### config.mk
export PLATFORM = sky130hd
export DESIGN_NAME = tl_a_fragment_sequencer
export DESIGN_NICKNAME = d
export VERILOG_FILES = /design/src/rtl/tl_a_pkg.sv /design/src/rtl/tl_frag_addr_gen.sv /design/src/rtl/tl_a_fragment_sequencer.sv
export SDC_FILE = /design/constraint.sdc
export NUM_CORES = 1
export LEC_CHECK = 0
export CORE_AREA = 2 2 138 140
export CTS_CLUSTER_DIAMETER = 100
export DETAILED_ROUTE_END_ITERATION = 8
export DIE_AREA = 0 0 140 142
export DONT_BUFFER_PORTS = 1
export PLACE_DENSITY_LB_ADDON = 0.08
export SYNTH_ARGS = -nofsm -noshare
export SYNTH_HDL_FRONTEND = slang
export SYNTH_SLANG_ARGS = --single-unit
### constraint.sdc
create_clock -name clock -period 1.65 [get_ports clock]
set_input_delay 0.2475 -clock clock [delete_from_list [all_inputs] [get_ports clock]]
set_output_delay 0.2475 -clock clock [all_outputs]
set_load 0.01 [all_outputs]
### src/rtl/tl_a_pkg.sv
// Shared TileLink A-channel definitions: opcodes, fragment class and decode.
package tl_a_pkg;

  localparam logic [2:0] PUT_FULL    = 3'd0;
  localparam logic [2:0] PUT_PARTIAL = 3'd1;
  localparam logic [2:0] ARITH       = 3'd2;
  localparam logic [2:0] LOGIC       = 3'd3;
  localparam logic [2:0] GET         = 3'd4;
  localparam logic [2:0] HINT        = 3'd5;

  // REPEAT: replayed by the repeat buffer; STREAM: arrives beat by beat;
  // ATOMIC: single-beat only (also covers the unused opcodes 6/7).
  typedef enum logic [1:0] {REPEAT, STREAM, ATOMIC} frag_class_e;

  function automatic frag_class_e class_of(input logic [2:0] opcode);
    frag_class_e cls;
    case (opcode)
      GET, HINT:             cls = REPEAT;
      PUT_FULL, PUT_PARTIAL: cls = STREAM;
      default:               cls = ATOMIC;
    endcase
    return cls;
  endfunction

endpackage

### src/rtl/tl_frag_addr_gen.sv
// Combinational fragment address/size rewrite, shared with the response merger.
// Address bits [eff_size-1:BEAT_LOG2] take the fragment index, beat offset is zeroed,
// bits at or above eff_size are kept.
module tl_frag_addr_gen #(
  parameter int ADDR_W        = 33,
  parameter int BEAT_LOG2     = 4,
  parameter int MAX_SIZE_LOG2 = 6,
  parameter int CNT_W         = MAX_SIZE_LOG2 - BEAT_LOG2
) (
  input  logic [ADDR_W-1:0] address,
  input  logic [3:0]        eff_size,
  input  logic [CNT_W-1:0]  frag_cnt,
  output logic [ADDR_W-1:0] frag_address,
  output logic [3:0]        frag_size
);

  assign frag_size = 4'(BEAT_LOG2);

  for (genvar gi = 0; gi < ADDR_W; gi++) begin : g_bit
    if (gi < BEAT_LOG2) begin : g_offset
      assign frag_address[gi] = 1'b0;
    end else if (gi < MAX_SIZE_LOG2) begin : g_index
      assign frag_address[gi] = (4'(gi) < eff_size) ? frag_cnt[gi-BEAT_LOG2] : address[gi];
    end else begin : g_high
      assign frag_address[gi] = address[gi];
    end
  end

endmodule

### src/rtl/tl_a_fragment_sequencer.sv
// Splits multi-beat TileLink A requests into beat-sized fragments.
// Get/Hint are replayed by the upstream repeat buffer via repeat_hold;
// Put beats are relabelled as single-beat fragments.
// Optional build macro TL_FRAG_PERF_EN adds perf_requests / perf_fragments counters.
// The buffer's "repeat" control is named repeat_hold since repeat is a reserved word.
import tl_a_pkg::*;

module tl_a_fragment_sequencer #(
  parameter int BEAT_LOG2     = 4,
  parameter int MAX_SIZE_LOG2 = 6,
  parameter int ADDR_W        = 33,
  parameter int SRC_W         = 4,
  parameter int DATA_W        = 8 << BEAT_LOG2
) (
  input  logic              clock,
  input  logic              reset,
  input  logic              in_valid,
  output logic              in_ready,
  input  logic [2:0]        in_opcode,
  input  logic [2:0]        in_param,
  input  logic [3:0]        in_size,
  input  logic [SRC_W-1:0]  in_source,
  input  logic [ADDR_W-1:0] in_address,
  input  logic [DATA_W-1:0] in_data,
  output logic              repeat_hold,
  output logic              out_valid,
  input  logic              out_ready,
  output logic [2:0]        out_opcode,
  output logic [2:0]        out_param,
  output logic [3:0]        out_size,
  output logic [SRC_W-1:0]  out_source,
  output logic [ADDR_W-1:0] out_address,
  output logic [DATA_W-1:0] out_data,
  output logic              out_first,
  output logic              out_last,
  output logic              out_illegal
`ifdef TL_FRAG_PERF_EN
  ,
  output logic [31:0]       perf_requests,
  output logic [31:0]       perf_fragments
`endif
);

  localparam int         CNT_W     = MAX_SIZE_LOG2 - BEAT_LOG2;
  localparam logic [3:0] MAX_SIZE  = 4'(MAX_SIZE_LOG2);
  localparam logic [3:0] BEAT_SIZE = 4'(BEAT_LOG2);

  logic [CNT_W-1:0]  frag_cnt_reg;
  logic [CNT_W-1:0]  frag_cnt_next;
  frag_class_e       op_class;
  logic [3:0]        eff_size;
  logic [3:0]        shift;
  logic [CNT_W-1:0]  nfrag_m1;
  logic              size_illegal;
  logic              frag_en;
  logic              last;
  logic              fire;
  logic [ADDR_W-1:0] frag_address;
  logic [3:0]        frag_size;

  assign op_class = class_of(in_opcode);
  assign eff_size = (in_size > MAX_SIZE) ? MAX_SIZE : in_size;

  // Oversized requests and multi-beat atomics pass through untouched as one fragment.
  assign size_illegal = (in_size > MAX_SIZE) | ((op_class == ATOMIC) & (in_size > BEAT_SIZE));
  assign frag_en      = ~size_illegal & (eff_size > BEAT_SIZE);

  // Index of the final fragment: low 'shift' bits set.
  assign shift    = eff_size - BEAT_SIZE;
  assign nfrag_m1 = ~({CNT_W{1'b1}} << shift);
  assign last     = frag_en ? (frag_cnt_reg == nfrag_m1) : 1'b1;

  assign fire      = in_valid & out_ready;
  assign out_valid = in_valid;
  assign in_ready  = out_ready;

  // Replay request while more fragments remain; dropped during reset so the
  // buffer and this counter restart together.
  assign repeat_hold = in_valid & ~reset & (op_class == REPEAT) & ~last;

  tl_frag_addr_gen #(
    .ADDR_W       (ADDR_W),
    .BEAT_LOG2    (BEAT_LOG2),
    .MAX_SIZE_LOG2(MAX_SIZE_LOG2),
    .CNT_W        (CNT_W)
  ) u_addr_gen (
    .address     (in_address),
    .eff_size    (eff_size),
    .frag_cnt    (frag_cnt_reg),
    .frag_address(frag_address),
    .frag_size   (frag_size)
  );

  assign out_address = frag_en ? frag_address : in_address;
  assign out_size    = frag_en ? frag_size : in_size;
  assign out_opcode  = in_opcode;
  assign out_param   = in_param;
  assign out_source  = in_source;
  assign out_data    = in_data;
  assign out_first   = (frag_cnt_reg == '0);
  assign out_last    = last;
  assign out_illegal = in_valid & size_illegal;

  assign frag_cnt_next = last ? '0 : frag_cnt_reg + 1'b1;

  // Fragment index: advances on each accepted fragment, wraps after the last one.
  always_ff @(posedge clock) begin
    if (reset) begin
      frag_cnt_reg <= '0;
    end else if (fire) begin
      frag_cnt_reg <= frag_cnt_next;
    end
  end

`ifdef TL_FRAG_PERF_EN
  logic [31:0] perf_requests_reg;
  logic [31:0] perf_fragments_reg;

  // Free-running request/fragment counters, wrapping at 2^32.
  always_ff @(posedge clock) begin
    if (reset) begin
      perf_requests_reg  <= '0;
      perf_fragments_reg <= '0;
    end else if (fire) begin
      perf_fragments_reg <= perf_fragments_reg + 32'd1;
      if (last) perf_requests_reg <= perf_requests_reg + 32'd1;
    end
  end

  assign perf_requests  = perf_requests_reg;
  assign perf_fragments = perf_fragments_reg;
`endif

endmodule

==> results.md, run 1 <==
- Max Freq: 0.620 GHz
- Cell area after placement: 641 um2
- Clk sink count: 2
- Hold Violations, Final: 0
- Via Count: 559
- Crit path time final: 1.61 ns
- GRT Overall Usage: 3.09%
- Post-route ant nets: 0
- Vias in the first global route: 606
- Clock transition at path regs: 0.03 ns
- Tcrit/Tclk final: 97.7%
- DRC viols: 21
- Worst Path Required: 1.40 ns
- Setup tns final: 0 ns
- Max_cap viols: 0
- Worst skew pair latency: 0.22 ns
- Post-layout util: 4.10%
- Rel. slew slack: 74.6%
- Post-CTS Hold Buffers: 0
- Final setup violating endpoints: 0
- Synth top area share: 80.3%
- Routed vias/inst: 1.98
- CTS root buffer: clkbuf_16
- DR WL/cell: 12.1 um
- Area leader, netlist: buf_4
- Initial antenna violation count: 0
- Asr flop ratio synth: 0%
- Initial DRC count: 46
- Routability congestion estimate: 0.544
- Failing checks: design-rule violations
- Site row count: 50
- Htree depth: 1
- Synth unique cells: 31
- Global route overflow: 0
- Critical path class: primary input to output port
- Area growth, synth to finish: -51.5%
- CP max FO: 6
- Max Root-Sink Buffers: 2
- DRT Pass-1 Iters: 8
- First-pass GRT wire length: 4.35 mm
- Hold crit path type: primary input to flop
- Critical path arrival: 1.36 ns
- Final Max Slew Viols: 0
- Post-synth EDFFs: 0
- Hold WS: 0.0979 ns
- Startpoint types: primary input
- Nets: 231
- Power Dens Cells: 628 mW/mm2
- Synthesized Nets: 388
- CTS Buf Count: 3
- Synth area leaders: buf_4 (80%), dfxtp_1 (2.6%), and2_1 (1.6%)
- DIE AREA: 0.0199 mm2
- Unrepaired setup endpoints after global routing: true
- Mapped Cells: 208
- Synth Register Bits: 2
- CTS tree: done
- Initial core utilization: 8.46%
- Pin count of the biggest net entering global routing: 7
- CP Capture Type: output port
- Synth Area per Inst: 7.51 um2
- Ant diodes: 0
- DP Wirelength: 2.94 mm
- Die width: 140 um
- Largest register FFs: 2
- Tightest Pin Transition: 0.380 ns
- Core box area: 0.0185 mm2
- Peak supply drop: 205 uV
- Final WL: 3.42 mm
- I/O Buffers: 0
- Fillers: 2145
- Clock skew: 0.00159 ns
- Seq/Total Area, Yosys: 2.56%
- Main synth FF type: dfxtp_1
- Die Ht: 142 um
- Fin area: 757 um2
- Status: finished, violations left
- Synth warn: 0
- Share of cells above drive strength 1: 44.9%
- P_leak: 0.000171 uW
- I/O pins: 360
- Synthesized area: 0.00156 mm2
-- power breakdown --
part	switching [uW]	internal (uW)	leakage, uW
registers	0.429	47.6	0.0000169
logic	36.6	31.8	0.000117
clock network	51.4	308	0.0000370
total	88.4	387	0.000171
-- Yosys cell counts (all sizes together) (2+ instances only) --
library cell	count
dfxtp	2
or2	2
o21ai	2
inv	2
nand2	3
o21a	2
a21oi	3
buf	168
o31ai	2
or3b	2
and2	4
-- area by class of cell --
type | instances | area, um2 | share of cell area, %
Tap cell | 234 | 293 | 38.7
Multi-Input combinational cell | 34 | 278 | 36.7
Clock buffer | 3 | 75.1 | 9.92
Timing Repair Buffer | 8 | 60.1 | 7.93
Sequential cell | 2 | 43.8 | 5.79
Inverter | 2 | 7.51 | 0.992
-- worst max-delay path, stage by stage --
cell and delay, ns:
or3b_4 0.38, or2_4 0.29, nor4_4 0.28, buf_4 0.16
-- placed cells by master (no fill, tap or decap) --
cell type	n
nand3_1	1
and2_1	4
nand2_1	3
or2_4	2
o41ai_2	1
maj3_1	1
o21a_1	2
dfxtp_4	1
o21ai_0	1
nand3b_1	1
nand4b_1	1
xnor2_1	1
nor4_4	1
or3b_1	1
nor2_1	1
or3b_4	1
buf_4	8
or3_4	1
and3_2	1
o31ai_2	2
dfxtp_1	1
a21oi_1	3
clkbuf_16	3
a211oi_2	1
o21ai_1	1
inv_1	2
nor2b_1	1
ha_1	1
or4_1	1
-- metrics by stage --
stage	cells	total power, uW	setup slack [ns]
after floorplan	208	511	0.0128
after global placement	279	115	-0.123
after detailed placement	279	114	-0.102
after CTS	282	482	0.00618
after global routing	283	498	-0.00560
final	283	476	0.0379
-- cell families (layout without fill, tap and decap cells) --
group,count (synthesis),count (layout),share of synthesized area [%]
buffers and inverters,172,13,82.3
adders and majority gates,2,2,1.44
xor gates and xnor gates,1,1,0.561
and+or+nand+nor,20,20,8.09
DFF,2,2,2.56
AOI/OAI and AO/OA,11,11,5.05
-- worst paths after layout --
kind         depth (start not counted)       startpoint  slack, ns         endpoint
max                                  4       in_size[3]       0.04      repeat_hold
min                                  1            reset        0.1  frag_cnt_reg[0]
max reg2reg                          5  frag_cnt_reg[0]       0.43  frag_cnt_reg[1]
min reg2reg                          2  frag_cnt_reg[0]       0.50  frag_cnt_reg[0]
-- repair_timing --
action,4_1_cts,5_1_grt
pin swaps,0,2
setup endpoints to repair,3,2
gates resized for setup,4,5
buffers inserted,0,1
-- metal layers --
metal  up-vias  global-route usage [%]  share of wire, %
met5         -                       0                 0
met4         0                    4.78                13
met3        70                    2.19                18
met2       100                    4.74                46
met1       224                    1.95                23
li1        165                       -                 -
No activity file was read; power rests on OpenSTA's default activity.
==> run 2, diff against run 1 <==
- PLACE_DENSITY: not set -> 0.33
- PLACE_DENSITY_LB_ADDON: 0.08 -> not set
- clock period: 1.65 -> 1.4 ns (I/O delays scaled with it)
==> run 2 against run 1 <==
  * Worst setup slack worse by 0.14 ns
  * Non-clock buffer count rose by 2
  * Critical path depth up 1
  * Via count up 4.5%
  * Combinational power rose by 46%
  * Flip-flop and latch count unchanged
  * The run ends with design-rule violations, negative setup slack left
  * First-iteration DRC count up 13%
  * Register-to-register slack worse by 0.22 ns
  * Final area rose by 6.9%
  * Count of clock-buffer cells in the layout unchanged
==> results.md, run 2 (same netlist as run 1, synthesis figures left out) <==
- Setup ws final: -0.104 ns (-0.142 ns)
- Reg2reg start: frag_cnt_reg[0]
- Hold Path End: frag_cnt_reg[0]
- Largest register FFs: 2 (unchanged)
- GRT Overall Usage: 3.70% (+0.61 points)
- Reg2Reg Capture Point: frag_cnt_reg[1]
- Tcrit/Tclk final: 107%
- Clk sink count: 2 (unchanged)
- I/O Buffers: 0 (unchanged)
- Final setup violating endpoints: 4 (+4)
- Crit-path slowest cell: dfxtp_2
- Delay of the slowest cell on the worst path: 0.31 ns (-0.07 ns)
- DRC viols: 24 (+14%)
- DR WL/cell: 13.6 um (+13%)
- First-pass GRT wire length: 4.77 mm (+9.7%)
- Place WS: -0.227 ns (-0.125 ns)
- Nets: 233 (+0.87%)
- Status: finished, violations left
- Clock skew: 0.00121 ns (-0.000377 ns)
- Startpoint types: flop
- Cells along the critical path: or2_4 > a211oi_2 > buf_4 > nor4_2 > buf_4
- FF-to-FF setup slack: 0.21 ns (-0.22 ns)
- DP Wirelength: 3.32 mm (+13%)
- Pin count of the biggest net entering global routing: 7 (unchanged)
- Final WL: 3.89 mm (+14%)
- Core box area: 0.0185 mm2 (unchanged)
- I/O pins: 360 (unchanged)
- Hold-critical path depth: 1 (unchanged)
- Area growth, synth to finish: -48.2%
- Most frequent cells in the layout: buf_4 (7), and2_4 (4)
- Routed vias/inst: 2.05 (+3.7%)
- Worst skew pair latency: 0.22 ns (about the same)
- Post-route ant nets: 0 (unchanged)
- Vias in the first global route: 642 (+5.9%)
- Hold Crit Start: reset
- Crit path time final: 1.50 ns
- Ant diodes: 0 (unchanged)
- Failing checks: design-rule violations, negative setup slack
- Max Freq: 0.665 GHz
- Power Dens Cells: 732 mW/mm2 (+17%)
- Clock transition at path regs: 0.03 ns (about the same)
- Unrepaired setup endpoints after global routing: true
- Tightest Pin Transition: 0.549 ns (+0.168 ns)
- Final Max Slew Viols: 0 (unchanged)
- Critical path arrival: 1.29 ns (-0.07 ns)
- Post-CTS Hold Buffers: 0 (unchanged)
- Worst Path Required: 1.19 ns (-0.21 ns)
- Peak supply drop: 249 uV (+21%)
- Rel. slew slack: 63.4% (-11 points)
- DRT Pass-1 Iters: 7 (-1)
- Die width: 140 um (unchanged)
- Hold WS: 0.0491 ns (-0.0488 ns)
- Max Root-Sink Buffers: 2 (unchanged)
- Via Count: 584 (+4.5%)
- Worst path bufs/invs: 2 (+1)
- Hold Violations, Final: 0 (unchanged)
- Critical Path Most Common Cell: buf_4
- Global route overflow: 0 (unchanged)
- CTS Buf Count: 3 (unchanged)
- Site row count: 50 (unchanged)
- Critical path class: flop to output port
- Initial core utilization: 8.46% (unchanged)
- CP top delay family: flip-flops
- Htree depth: 1 (unchanged)
- P_leak: 0.000198 uW (+16%)
- CP max FO: 3 (-3)
- DIE AREA: 0.0199 mm2 (unchanged)
- CTS tree: done
- Die Ht: 142 um (unchanged)
- Commonest non-fill, non-tap cell in the layout: buf_4
- Hold crit path type: primary input to flop
- CP Capture Type: output port
- Max_cap viols: 0 (unchanged)
- CTS root buffer: clkbuf_16
- Share of cells above drive strength 1: 58.8% (+14 points)
- Initial antenna violation count: 0 (unchanged)
- Initial DRC count: 52 (+13%)
- R2R depth: 5 (unchanged)
- Routability congestion estimate: 0.641 (+18%)
-- run 2: per-layer routing --
metal	part of all wire, %	up-vias	track usage [%]
li1	-	170	-
met1	14	217	1.40
met2	54	130	6.33
met3	19	67	2.93
met4	12	0	6.33
met5	0	-	0
-- run 2: how the worst max path moves through the flow --
stage,startpoint,end,slack [ns],cells after the start
2_1_floorplan,in_size[3],out_last,-0.14,4
3_3_place_gp,in_size[3],repeat_hold,-0.23,4
3_5_place_dp,in_size[3],out_address[4],-0.23,5
4_1_cts,frag_cnt_reg[0],repeat_hold,-0.14,5
5_1_grt,frag_cnt_reg[0],repeat_hold,-0.16,5
6_report,frag_cnt_reg[0],repeat_hold,-0.10,5
-- run 2: where the power goes --
part | total, uW | leakage [uW] | internal [uW] | switching (uW)
sequential | 58.1 | 0.0000166 | 57.9 | 0.230
combinational | 99.7 | 0.000145 | 50.6 | 49.0
clock | 435 | 0.0000370 | 364 | 71.3
-- run 2: repair_timing --
action,in CTS,in global routing
endpoints found under the setup margin,8,8
hold endpoints to repair,0,0
cloned,0,0
resized for setup,16,4
pin swaps,10,3
buffers inserted,1,1
-- run 2: stage by stage --
step | cells | total power [uW] | instance area [um2] | utilization [%] | setup TNS [ns]
6_report | 285 | 593 | 810 | 4.39 | -0.315
5_1_grt | 285 | 611 | 810 | 4.39 | -0.610
4_1_cts | 284 | 592 | 777 | 4.21 | -0.573
3_5_place_dp | 280 | 136 | 648 | 3.51 | -1.56
3_3_place_gp | 280 | 136 | 648 | 3.51 | -1.51
2_1_floorplan | 208 | 602 | 1570 | - | -0.415
-- run 2: worst register-to-register path: cells and delay by family (launching register included) --
kind	cells	cell delay, ns
AO/OA/AOI/OAI	1	0.20
adder cells (fa/ha/maj)	1	0.29
buffers and inverters	2	0.18
flip-flops	1	0.32
AND/OR/NAND/NOR	1	0.09
-- run 2: cell type report --
| class | count | area [um2] |
|---|---|---|
| Sequential cell | 2 | 41.3 |
| Timing Repair Buffer | 10 | 86.3 |
| Inverter | 2 | 7.51 |
| Clock buffer | 3 | 75.1 |
| Tap cell | 234 | 293 |
| Fill cell | 2145 | 17600 |
| Multi-Input combinational cell | 34 | 307 |
==> run 3, diff against run 2 <==
==> constraint.sdc (replaced) <==
create_clock -name clock -period 1.4 [get_ports clock]
set_input_delay 0.28 -clock clock [delete_from_list [all_inputs] [get_ports clock]]
set_output_delay 0.28 -clock clock [all_outputs]
set_load 0.01 [all_outputs]
==> run 3 against run 2 <==
  * The run still ends with design-rule violations, negative setup slack left
  * Total power fell by 0.53%
  * Critical path depth did not move
  * Wire length fell by 3.2%
  * Flip-flop and latch count did not move
  * Non-clock buffer count rose by 4
==> results.md, run 3 (same netlist as run 1, synthesis figures left out) <==
- Status: finished, violations left
- Failing checks: design-rule violations, negative setup slack
- CP startpoint: frag_cnt_reg[0]
- Reg2Reg Capture Point: frag_cnt_reg[1]
- Tightest Pin Transition: 0.353 ns (-0.196 ns)
- I/O Buffers: 0 (unchanged)
- Hold crit path type: primary input to flop
- Die width: 140 um (unchanged)
- Pin count of the biggest net entering global routing: 7 (unchanged)
- Max Freq: 0.614 GHz (-7.7%)
- Share of cells above drive strength 1: 61.8% (+3.0 points)
- Clock skew: 0.0000992 ns (-0.00112 ns)
- Reg2reg start: frag_cnt_reg[0]
- Startpoint types: flop
- Initial DRC count: 41 (-21%)
- Worst Path Required: 1.12 ns (-0.07 ns)
- Sw power: 115 uW (-4.6%)
- Clock transition at path regs: 0.03 ns (about the same)
- Cell area after placement: 671 um2 (+3.5%)
- Die Ht: 142 um (unchanged)
- Final WL: 3.76 mm (-3.2%)
- Max Root-Sink Buffers: 2 (unchanged)
- Global route overflow: 0 (unchanged)
- Routed vias/inst: 1.96 (-4.6%)
- Via Count: 565 (-3.3%)
- DRT Pass-1 Iters: 5 (-2)
- Area growth, synth to finish: -45.6%
- Crit path time final: 1.63 ns (+0.125 ns)
- Final setup violating endpoints: 9 (+5)
- Worst skew pair latency: 0.22 ns (about the same)
- Hold Path End: frag_cnt_reg[0]
- R2R depth: 6 (+1)
- Core box area: 0.0185 mm2 (unchanged)
- Clk pwr share: 72.7% (-0.7 points)
- Most frequent cells in the layout: buf_4 (11), and2_4 (4)
- Hold-critical path depth: 1 (unchanged)
- Switch share: 19.5% (-0.82 points)
- First-pass GRT wire length: 4.63 mm (-2.9%)
- Post-route ant nets: 0 (unchanged)
- Clk sink count: 2 (unchanged)
- Max_cap viols: 0 (unchanged)
- Post-CTS Hold Buffers: 0 (unchanged)
- CTS root buffer: clkbuf_16
- CTS Buf Count: 3 (unchanged)
- CTS tree: done
- Vias in the first global route: 639 (-0.47%)
- DP Wirelength: 3.14 mm (-5.5%)
- GRT Overall Usage: 3.58% (-0.12 points)
- Initial antenna violation count: 0 (unchanged)
- Power Dens Cells: 694 mW/mm2 (-5.2%)
- Fin area: 850 um2 (+4.9%)
- Peak supply drop: 225 uV (-9.7%)
- Commonest non-fill, non-tap cell in the layout: buf_4
- Logic pwr share: 17.5% (+0.7 points)
- Rel. slew slack: 76.5% (+13 points)
- Setup ws final: -0.229 ns (-0.125 ns)
- Htree depth: 1 (unchanged)
- Critical path class: flop to output port
- Internal: 475 uW (+0.49%)
- Initial core utilization: 8.46% (unchanged)
- CP Capture Type: output port
- FF-to-FF setup slack: 0.07 ns (-0.14 ns)
- Routability congestion estimate: 0.696 (+8.6%)
- Tcrit/Tclk final: 116% (+8.9 points)
- Ant diodes: 0 (unchanged)
- Post-layout util: 4.60% (+0.22 points)
- Unrepaired setup endpoints after global routing: true
- CP max FO: 3 (unchanged)
- DRC viols: 22 (-8.3%)
- Largest register FFs: 2 (unchanged)
- Hold Violations, Final: 0 (unchanged)
- Hold Crit Start: reset
- I/O pins: 360 (unchanged)
- Final Max Slew Viols: 0 (unchanged)
- Seq pwr share: 9.9% (about the same)
- Nets: 237 (+1.7%)
- Critical path arrival: 1.35 ns (+0.06 ns)
- Site row count: 50 (unchanged)
- P_leak: 0.000217 uW (+9.5%)
- DIE AREA: 0.0199 mm2 (unchanged)
- DR WL/cell: 13.0 um (-4.5%)
[run 3: changes by cell type in the layout (fill, tap and decap cells not counted), sizes merged]
cell / change
buf: +4
[run 3: power groups by stage]
stage | combinational [uW] | clock (uW) | sequential, uW
global route | 110 | 445 | 58.2
floorplan | 543 | 0 | 58.8
finish | 103 | 429 | 58.1
global placement | 77.2 | 0 | 58.7
detailed placement | 77.5 | 0 | 58.7
CTS | 95.0 | 439 | 58.0
[run 3: per-layer routing]
layer,track usage (%),share of wire (%),up-vias
li1,-,-,176
met1,1.53,17,237
met2,6.22,57,100
met3,2.22,14,52
met4,6.43,12,0
met5,0,0,-
[run 3: what timing repair did]
action                                  CTS  global route
setup buffers                             1             2
resized for setup                        13             7
pin swaps                                 4             6
endpoints found under the setup margin    8             9
endpoints found under the hold margin     0             0
[run 3: cell type report]
class                   count  area [um2]
well taps                 234         293
flip-flops and latches      2        41.3
inverters                   2        7.51
clock buffers               3        75.1
repair buffers             14         116
fillers                  2143       17600
multi-input cells          34         317
[run 3: per-stage QoR]
step                      hold WS, ns  worst slack [ns]  total power (uW)  TNS (ns)  instances
after floorplan                 0.349            -0.283               602     -1.30        208
after global placement          0.358            -0.353               136     -2.50        283
after detailed placement        0.359            -0.358               136     -2.61        283
after CTS                       0.129            -0.259               592     -1.72        287
after global routing            0.124            -0.254               614     -1.90        289
final                           0.124            -0.229               590     -1.56        289
[run 3: how the worst max path moves through the flow]
| stage | endpoint | slack, ns | depth (start not counted) |
|---|---|---|---|
| after floorplan | out_last | -0.28 | 4 |
| after global placement | repeat_hold | -0.35 | 4 |
| after detailed placement | out_address[4] | -0.36 | 5 |
| after CTS | out_address[4] | -0.26 | 5 |
| after global routing | out_address[4] | -0.25 | 5 |
| final | repeat_hold | -0.23 | 5 |
[run 3: worst max-delay path: stages, from the launching register on]
cell and delay [ns]:
dfxtp_2 0.31, or2_4 0.23, a211oi_2 0.24, buf_4 0.16
nor4_2 0.04, buf_4 0.14
